[config.mk]
export PLATFORM = sky130hd
export DESIGN_NAME = rvfi_retire_queue
export DESIGN_NICKNAME = d
export VERILOG_FILES = /design/src/rtl/rvfi_retire_queue.sv
export SDC_FILE = /design/constraint.sdc
export NUM_CORES = 2
export LEC_CHECK = 0
export ABC_AREA = 1
export BUFFER_PORTS_ARGS = -buffer_cell sky130_fd_sc_hd__buf_2
export CAP_MARGIN = 25
export CORE_MARGIN = 8
export CORE_UTILIZATION = 50
export DETAILED_ROUTE_END_ITERATION = 6
export PLACE_DENSITY_LB_ADDON = 0.25
export SLEW_MARGIN = 25
export SYNTH_ARGS = -nofsm -noshare
export SYNTH_HDL_FRONTEND = slang
export SYNTH_SLANG_ARGS = --single-unit
[constraint.sdc]
create_clock -name clk -period 49.3 [get_ports clk]
set_input_delay 2.465 -clock clk [delete_from_list [all_inputs] [get_ports clk]]
set_output_delay 2.465 -clock clk [all_outputs]
set_load 0.005 [all_outputs]
[src/rtl/rvfi_retire_queue.sv]
// RVFI retirement collector: compacts up to NRET retire lanes per cycle, numbers them, and drains one per cycle.
// Optional memory-access fields are compiled in with `define RVFI_RETQ_MEM_EN.
module rvfi_retire_queue #(
    parameter int unsigned NRET  = 2,
    parameter int unsigned DEPTH = 8,
    parameter int unsigned XLEN  = 32
) (
    input  logic                       clk,
    input  logic                       rst_n,
    input  logic [NRET-1:0]            ret_valid,
    input  logic [NRET*XLEN-1:0]       ret_pc_rdata,
    input  logic [NRET*XLEN-1:0]       ret_pc_wdata,
    input  logic [NRET*32-1:0]         ret_insn,
    input  logic [NRET-1:0]            ret_trap,
    input  logic [NRET-1:0]            ret_intr,
    input  logic [NRET*5-1:0]          ret_rd_addr,
    input  logic [NRET*XLEN-1:0]       ret_rd_wdata,
    input  logic [NRET-1:0]            ret_wr_valid,
`ifdef RVFI_RETQ_MEM_EN
    input  logic [NRET*XLEN-1:0]       ret_mem_addr,
    input  logic [NRET*XLEN/8-1:0]     ret_mem_rmask,
    input  logic [NRET*XLEN/8-1:0]     ret_mem_wmask,
    input  logic [NRET*XLEN-1:0]       ret_mem_rdata,
    input  logic [NRET*XLEN-1:0]       ret_mem_wdata,
    input  logic [NRET-1:0]            ret_mem_fault,
`endif
    output logic                       ret_stall,
    output logic                       out_valid,
    input  logic                       out_ready,
    output logic [63:0]                out_order,
    output logic [XLEN-1:0]            out_pc_rdata,
    output logic [XLEN-1:0]            out_pc_wdata,
    output logic [31:0]                out_insn,
    output logic                       out_trap,
    output logic                       out_intr,
    output logic                       out_int_valid,
    output logic [4:0]                 out_rd_addr,
    output logic [XLEN-1:0]            out_rd_wdata,
`ifdef RVFI_RETQ_MEM_EN
    output logic                       out_mem_valid,
    output logic [XLEN-1:0]            out_mem_addr,
    output logic [XLEN/8-1:0]          out_mem_rmask,
    output logic [XLEN/8-1:0]          out_mem_wmask,
    output logic [XLEN-1:0]            out_mem_rdata,
    output logic [XLEN-1:0]            out_mem_wdata,
    output logic                       out_mem_fault,
`endif
    output logic [$clog2(DEPTH):0]     count,
    output logic                       overflow
);

    localparam int unsigned PW = $clog2(DEPTH);
    localparam int unsigned CW = PW + 1;
    localparam int unsigned LW = $clog2(NRET + 1);
`ifdef RVFI_RETQ_MEM_EN
    localparam int unsigned MW = XLEN / 8;
`endif

    typedef struct packed {
        logic [63:0]     order;
        logic [XLEN-1:0] pc_rdata;
        logic [XLEN-1:0] pc_wdata;
        logic [31:0]     insn;
        logic            trap;
        logic            intr;
        logic            int_valid;
        logic [4:0]      rd_addr;
        logic [XLEN-1:0] rd_wdata;
`ifdef RVFI_RETQ_MEM_EN
        logic            mem_valid;
        logic [XLEN-1:0] mem_addr;
        logic [MW-1:0]   mem_rmask;
        logic [MW-1:0]   mem_wmask;
        logic [XLEN-1:0] mem_rdata;
        logic [XLEN-1:0] mem_wdata;
        logic            mem_fault;
`endif
    } entry_t;

    entry_t          mem [DEPTH];
    logic [PW-1:0]   wr_ptr;
    logic [PW-1:0]   rd_ptr;
    logic [63:0]     order_ctr;

    entry_t          lane_e    [NRET];
    logic [PW-1:0]   lane_slot [NRET];
    logic [LW-1:0]   n_push;
    logic [LW-1:0]   n_adv;
    logic            accept;
    logic            pop;
    entry_t          head;

    // Per-lane packet build: slot is the compacted index, order offset counts prior non-trap/intr packets
    always_comb begin
        n_push = '0;
        n_adv  = '0;
        for (int i = 0; i < NRET; i++) begin
            lane_slot[i]          = wr_ptr + PW'(n_push);
            lane_e[i]             = '0;
            lane_e[i].order       = order_ctr + 64'(n_adv);
            lane_e[i].pc_rdata    = ret_pc_rdata[i*XLEN +: XLEN];
            lane_e[i].pc_wdata    = ret_pc_wdata[i*XLEN +: XLEN];
            lane_e[i].insn        = ret_insn[i*32 +: 32];
            lane_e[i].trap        = ret_trap[i];
            lane_e[i].intr        = ret_intr[i];
            lane_e[i].int_valid   = !ret_trap[i] && (ret_rd_addr[i*5 +: 5] != 5'd0) && ret_wr_valid[i];
            if (lane_e[i].int_valid) begin
                lane_e[i].rd_addr  = ret_rd_addr[i*5 +: 5];
                lane_e[i].rd_wdata = ret_rd_wdata[i*XLEN +: XLEN];
            end
`ifdef RVFI_RETQ_MEM_EN
            lane_e[i].mem_addr  = ret_mem_addr[i*XLEN +: XLEN];
            lane_e[i].mem_rdata = ret_mem_rdata[i*XLEN +: XLEN];
            lane_e[i].mem_wdata = ret_mem_wdata[i*XLEN +: XLEN];
            lane_e[i].mem_fault = ret_mem_fault[i];
            // A trap without an access fault never performed the access
            if (!ret_trap[i] || ret_mem_fault[i]) begin
                lane_e[i].mem_rmask = ret_mem_rmask[i*MW +: MW];
                lane_e[i].mem_wmask = ret_mem_wmask[i*MW +: MW];
            end
            lane_e[i].mem_valid = (lane_e[i].mem_rmask | lane_e[i].mem_wmask) != '0;
`endif
            if (ret_valid[i]) begin
                n_push = n_push + 1'b1;
                if (!ret_trap[i] && !ret_intr[i]) begin
                    n_adv = n_adv + 1'b1;
                end
            end
        end
    end

    // Conservative accept: free space is judged before this cycle's pop
    assign accept    = CW'(n_push) <= (CW'(DEPTH) - count);
    assign out_valid = count != '0;
    assign pop       = out_valid && out_ready;
    assign ret_stall = (CW'(DEPTH) - count) < CW'(NRET);

    always_ff @(posedge clk or negedge rst_n) begin
        if (!rst_n) begin
            wr_ptr    <= '0;
            rd_ptr    <= '0;
            count     <= '0;
            order_ctr <= '0;
            overflow  <= 1'b0;
        end else begin
            if (accept) begin
                wr_ptr    <= wr_ptr + PW'(n_push);
                order_ctr <= order_ctr + 64'(n_adv);
            end else begin
                overflow  <= 1'b1;
            end
            if (pop) begin
                rd_ptr <= rd_ptr + 1'b1;
            end
            count <= count + (accept ? CW'(n_push) : CW'(0)) - CW'(pop);
        end
    end

    // Storage carries no reset; validity is tracked by count alone
    always_ff @(posedge clk) begin
        for (int i = 0; i < NRET; i++) begin
            if (accept && ret_valid[i]) begin
                mem[lane_slot[i]] <= lane_e[i];
            end
        end
    end

    // Head read is zero-latency and forced to zero while empty
    always_comb begin
        head = '0;
        if (out_valid) begin
            head = mem[rd_ptr];
        end
    end

    assign out_order     = head.order;
    assign out_pc_rdata  = head.pc_rdata;
    assign out_pc_wdata  = head.pc_wdata;
    assign out_insn      = head.insn;
    assign out_trap      = head.trap;
    assign out_intr      = head.intr;
    assign out_int_valid = head.int_valid;
    assign out_rd_addr   = head.rd_addr;
    assign out_rd_wdata  = head.rd_wdata;
`ifdef RVFI_RETQ_MEM_EN
    assign out_mem_valid = head.mem_valid;
    assign out_mem_addr  = head.mem_addr;
    assign out_mem_rmask = head.mem_rmask;
    assign out_mem_wmask = head.mem_wmask;
    assign out_mem_rdata = head.mem_rdata;
    assign out_mem_wdata = head.mem_wdata;
    assign out_mem_fault = head.mem_fault;
`endif

endmodule

==> run_results.csv <==
group,metric,value,unit
finish,syn2layout_area_growth,10.2,%
hold_path,hp-class,"flop to flop",
power_and_ir_drop,p_per_area,64.3,nW/µm²
power_and_ir_drop,finalPower,0.00603,W
setup_path,crit_fanout,77,
logic_synthesis,synth-compound-area-share,17.3,%
logic_synthesis,synthesis.area,85100,µm²
logic_synthesis,syn-num-nets,9871,
clock_network,numCtsBuffers,181,
routing,firstDrtPassIters,6,
timing,slew_headroom,16.8,%
die,rows,151,
setup_path,crit_path_frequent_cell,"buf_4",
logic_synthesis,synth-main-ff-cell,"edfxtp_1",
routing,vias_per_cell,5.98,
setup_path,path_cells,"buf_4 > buf_4 > buf_4 > o21ai_0 > o22ai_1 > o21ai_0 > a31oi_1 > buf_2",
global_route,grt_max_degree,245,
logic_synthesis,synth-seq-cells,1675,
logic_synthesis,muxShareOfSynthArea,0,%
clock_network,htree_levels,4,
global_route,grt-ovfl-total,0,
setup_path,end_kind,"output pin",
logic_synthesis,synth_top_area_share,56.4,%
logic_synthesis,synth-simple-area-share,17.5,%
logic_synthesis,yosysTopAreaCell,"edfxtp_1",
timing,setup_viol,0,
setup_path,cp.arrival,5.79,ns
clock_network,clkTransAtPathRegs,0.06,ns
die,start_util,50.3,%
clock_network,cts_tree,"built",
logic_synthesis,syn_inst,9572,
die,core,169000,µm²
global_route,antenna_found_initial,31,
place,port-buffer-count,483,
routing,drc,0,
place,gp_congestion,0.946,
finish,multi_input_area,30900,µm²
timing,post-route-min-period,8.25,ns
clock_network,cts_root_buf,"clkbuf_16",
die,die_y,429,µm
finish,fill_cells,14935,
setup_path,required,46.83,ns
global_route,grt_pass1_vias,68207,
logic_synthesis,synthArstFlopShare,4.48,%
finish,num-nets-final,9817,
setup_path,crit_path_start_kind,"flop",
timing,maxSlewViolCount,0,
die,die-width,429,µm
timing,setup_tns,0,ns
logic_synthesis,synth_xor_area_share,0.885,%
timing,rsz0062_at_grt,"false",
timing,hold_violations,0,
routing,drtIter0Drc,8702,
timing,clock.fmax,0.121,GHz
status,status,"completed",
setup_path,critPathMaxStageDelay,0.97,ns
clock_network,clk_path_buf_depth,3,
finish,drive_gt1_share,9.31,%
clock_network,holdBufCountCts,0,
routing,postRouteAntennaNets,0,
timing,fin_skew,0.0279,ns
global_route,grtUsageTotal,28.8,%
logic_synthesis,syn_avg_cell_area,8.89,µm²
global_route,grt_pass1_wl,414,mm
logic_synthesis,synth_fa_ha_area_share,0.350,%
logic_synthesis,synth_edf_count,1600,
timing,finalCritPeriodShare,16.7,%
clock_network,clkLatencyLatePin,0.83,ns
run,cap_viol_max_count,0,
routing,wl_per_cell,23.1,µm
power_and_ir_drop,p_leak,34.7,nW
logic_synthesis,synth_cell_types,37,
clock_network,cts-resized-gates,0,
clock_network,cts_sinks,1675,
logic_synthesis,yosysMostFrequentCell,"o21ai_0",
timing,tightest_slew,1.25,ns
logic_synthesis,ys_top_cells_by_area,"edfxtp_1 (56%), o21ai_0 (14%), nand2_1 (10%)",
power_and_ir_drop,ir_worst_vdd,85.6,µV
logic_synthesis,yosys_warnings,0,
place,dp_hpwl,155,mm
setup_path,cp_num_buf_inv,4,
die,num_io_pins,484,
finish,seqCellArea,49900,µm²
die,die_area,184000,µm²
logic_synthesis,synth_top_family_by_area,"simple AND/OR/NAND/NOR gates",
routing,vias,71196,
setup_path,path_class,"flop to output pin",
setup_path,cpMaxStageDelayCell,"buf_4",
clock_network,post_cts_buffers,0,
setup_path,crit_family,"buffers and inverters",
logic_synthesis,synth-seq-area-share,58.6,%
routing,wl,276,mm
logic_synthesis,ys_top_cells_by_count,"o21ai_0 (2403), nand2_1 (2325), edfxtp_1 (1600), nor2_1 (1399), clkbuf_1 (464)",
==> stage by stage <==
step                setup slack [ns]  hold WS [ns]  utilization (%)  cell area [µm²]  cells
global route                   40.97         0.531             55.4            93800  11890
detailed placement             41.76         0.508             51.9            87900  11551
finish                         41.05         0.525             55.4            93800  11907
floorplan                      29.79         0.465                -            85100   9572
global placement               41.84         0.510             51.9            87900  11549
CTS                            41.14         0.521             55.3            93700  11878
==> registers in the layout, summed over array words and instances, names as in the netlist <==
name / cells
overflow: 1
count: 4
mem: 1600
wr_ptr: 3
order_ctr: 64
rd_ptr: 3
==> report_power, final <==
part | leakage [nW] | switching, W | internal [W] | total [W]
logic | 16.4 | 0.00181 | 0.000621 | 0.00243
registers | 15.5 | 0.000113 | 0.00215 | 0.00226
clock network | 2.80 | 0.000574 | 0.000768 | 0.00134
==> cell usage in the layout, fill, tap and decap left out, types with 27 or more instances in the layout <==
cell	instances
buf_4	78
xor2_1	72
o21ai_0	2403
nand3_1	87
a31oi_1	200
inv_1	245
edfxtp_1	1600
nand2_1	2324
dfrtp_1	73
clkinv_2	29
clkbuf_16	188
nor2_1	1395
o22ai_1	200
clkinv_1	44
buf_2	482
diode_2	27
clkbuf_1	47
==> final cells by class <==
cell class | count | share of cell area [%]
Multi-Input combinational cell | 6816 | 32.9
Antenna cell | 27 | 0.0720
Inverter | 261 | 1.07
Tap cell | 2218 | 2.96
Clock buffer | 238 | 5.25
Timing Repair Buffer | 583 | 3.63
Sequential cell | 1675 | 53.2
Clock inverter | 89 | 0.855
==> metal layers <==
metal	vias to the layer above	track usage (%)	wire [µm]
met5	-	0	21
met2	3714	48.1	132000
li1	32849	-	-
met4	4	14.1	13800
met1	34032	36.6	105000
met3	597	4.66	25300
==> kinds of logic after synthesis <==
| kind of cell | after synthesis |
|---|---|
| AND/OR/NAND/NOR | 3877 |
| AO/OA/AOI/OAI | 2837 |
| flip-flops | 1675 |
| buffers and inverters | 1081 |
| XOR/XNOR | 80 |
| adder cells (fa/ha/maj) | 22 |
==> worst register-to-register path: cells and delay by family (launching register included) <==
family	cells	cell delay [ns]
simple gates	2	1.43
buf+inv	4	1.91
fa+ha+maj	2	0.63
flops	1	0.43
compound gates	3	0.55
==> worst paths after layout <==
kind | start | endpoint | slack (ns) | cells after the start
min in group asynchronous | rst_n | count[3] | 1.47 | 1
setup / recovery | rd_ptr[1] | out_rd_wdata[14] | 41.05 | 8
max in group asynchronous | rst_n | order_ctr[17] | 46.88 | 2
setup reg to reg | count[1] | mem[4][26] | 43.90 | 11
hold / removal | order_ctr[23] | order_ctr[23] | 0.53 | 1
hold reg to reg | order_ctr[23] | order_ctr[23] | 0.53 | 1
Note: power is estimated with default switching activity, not from simulation.
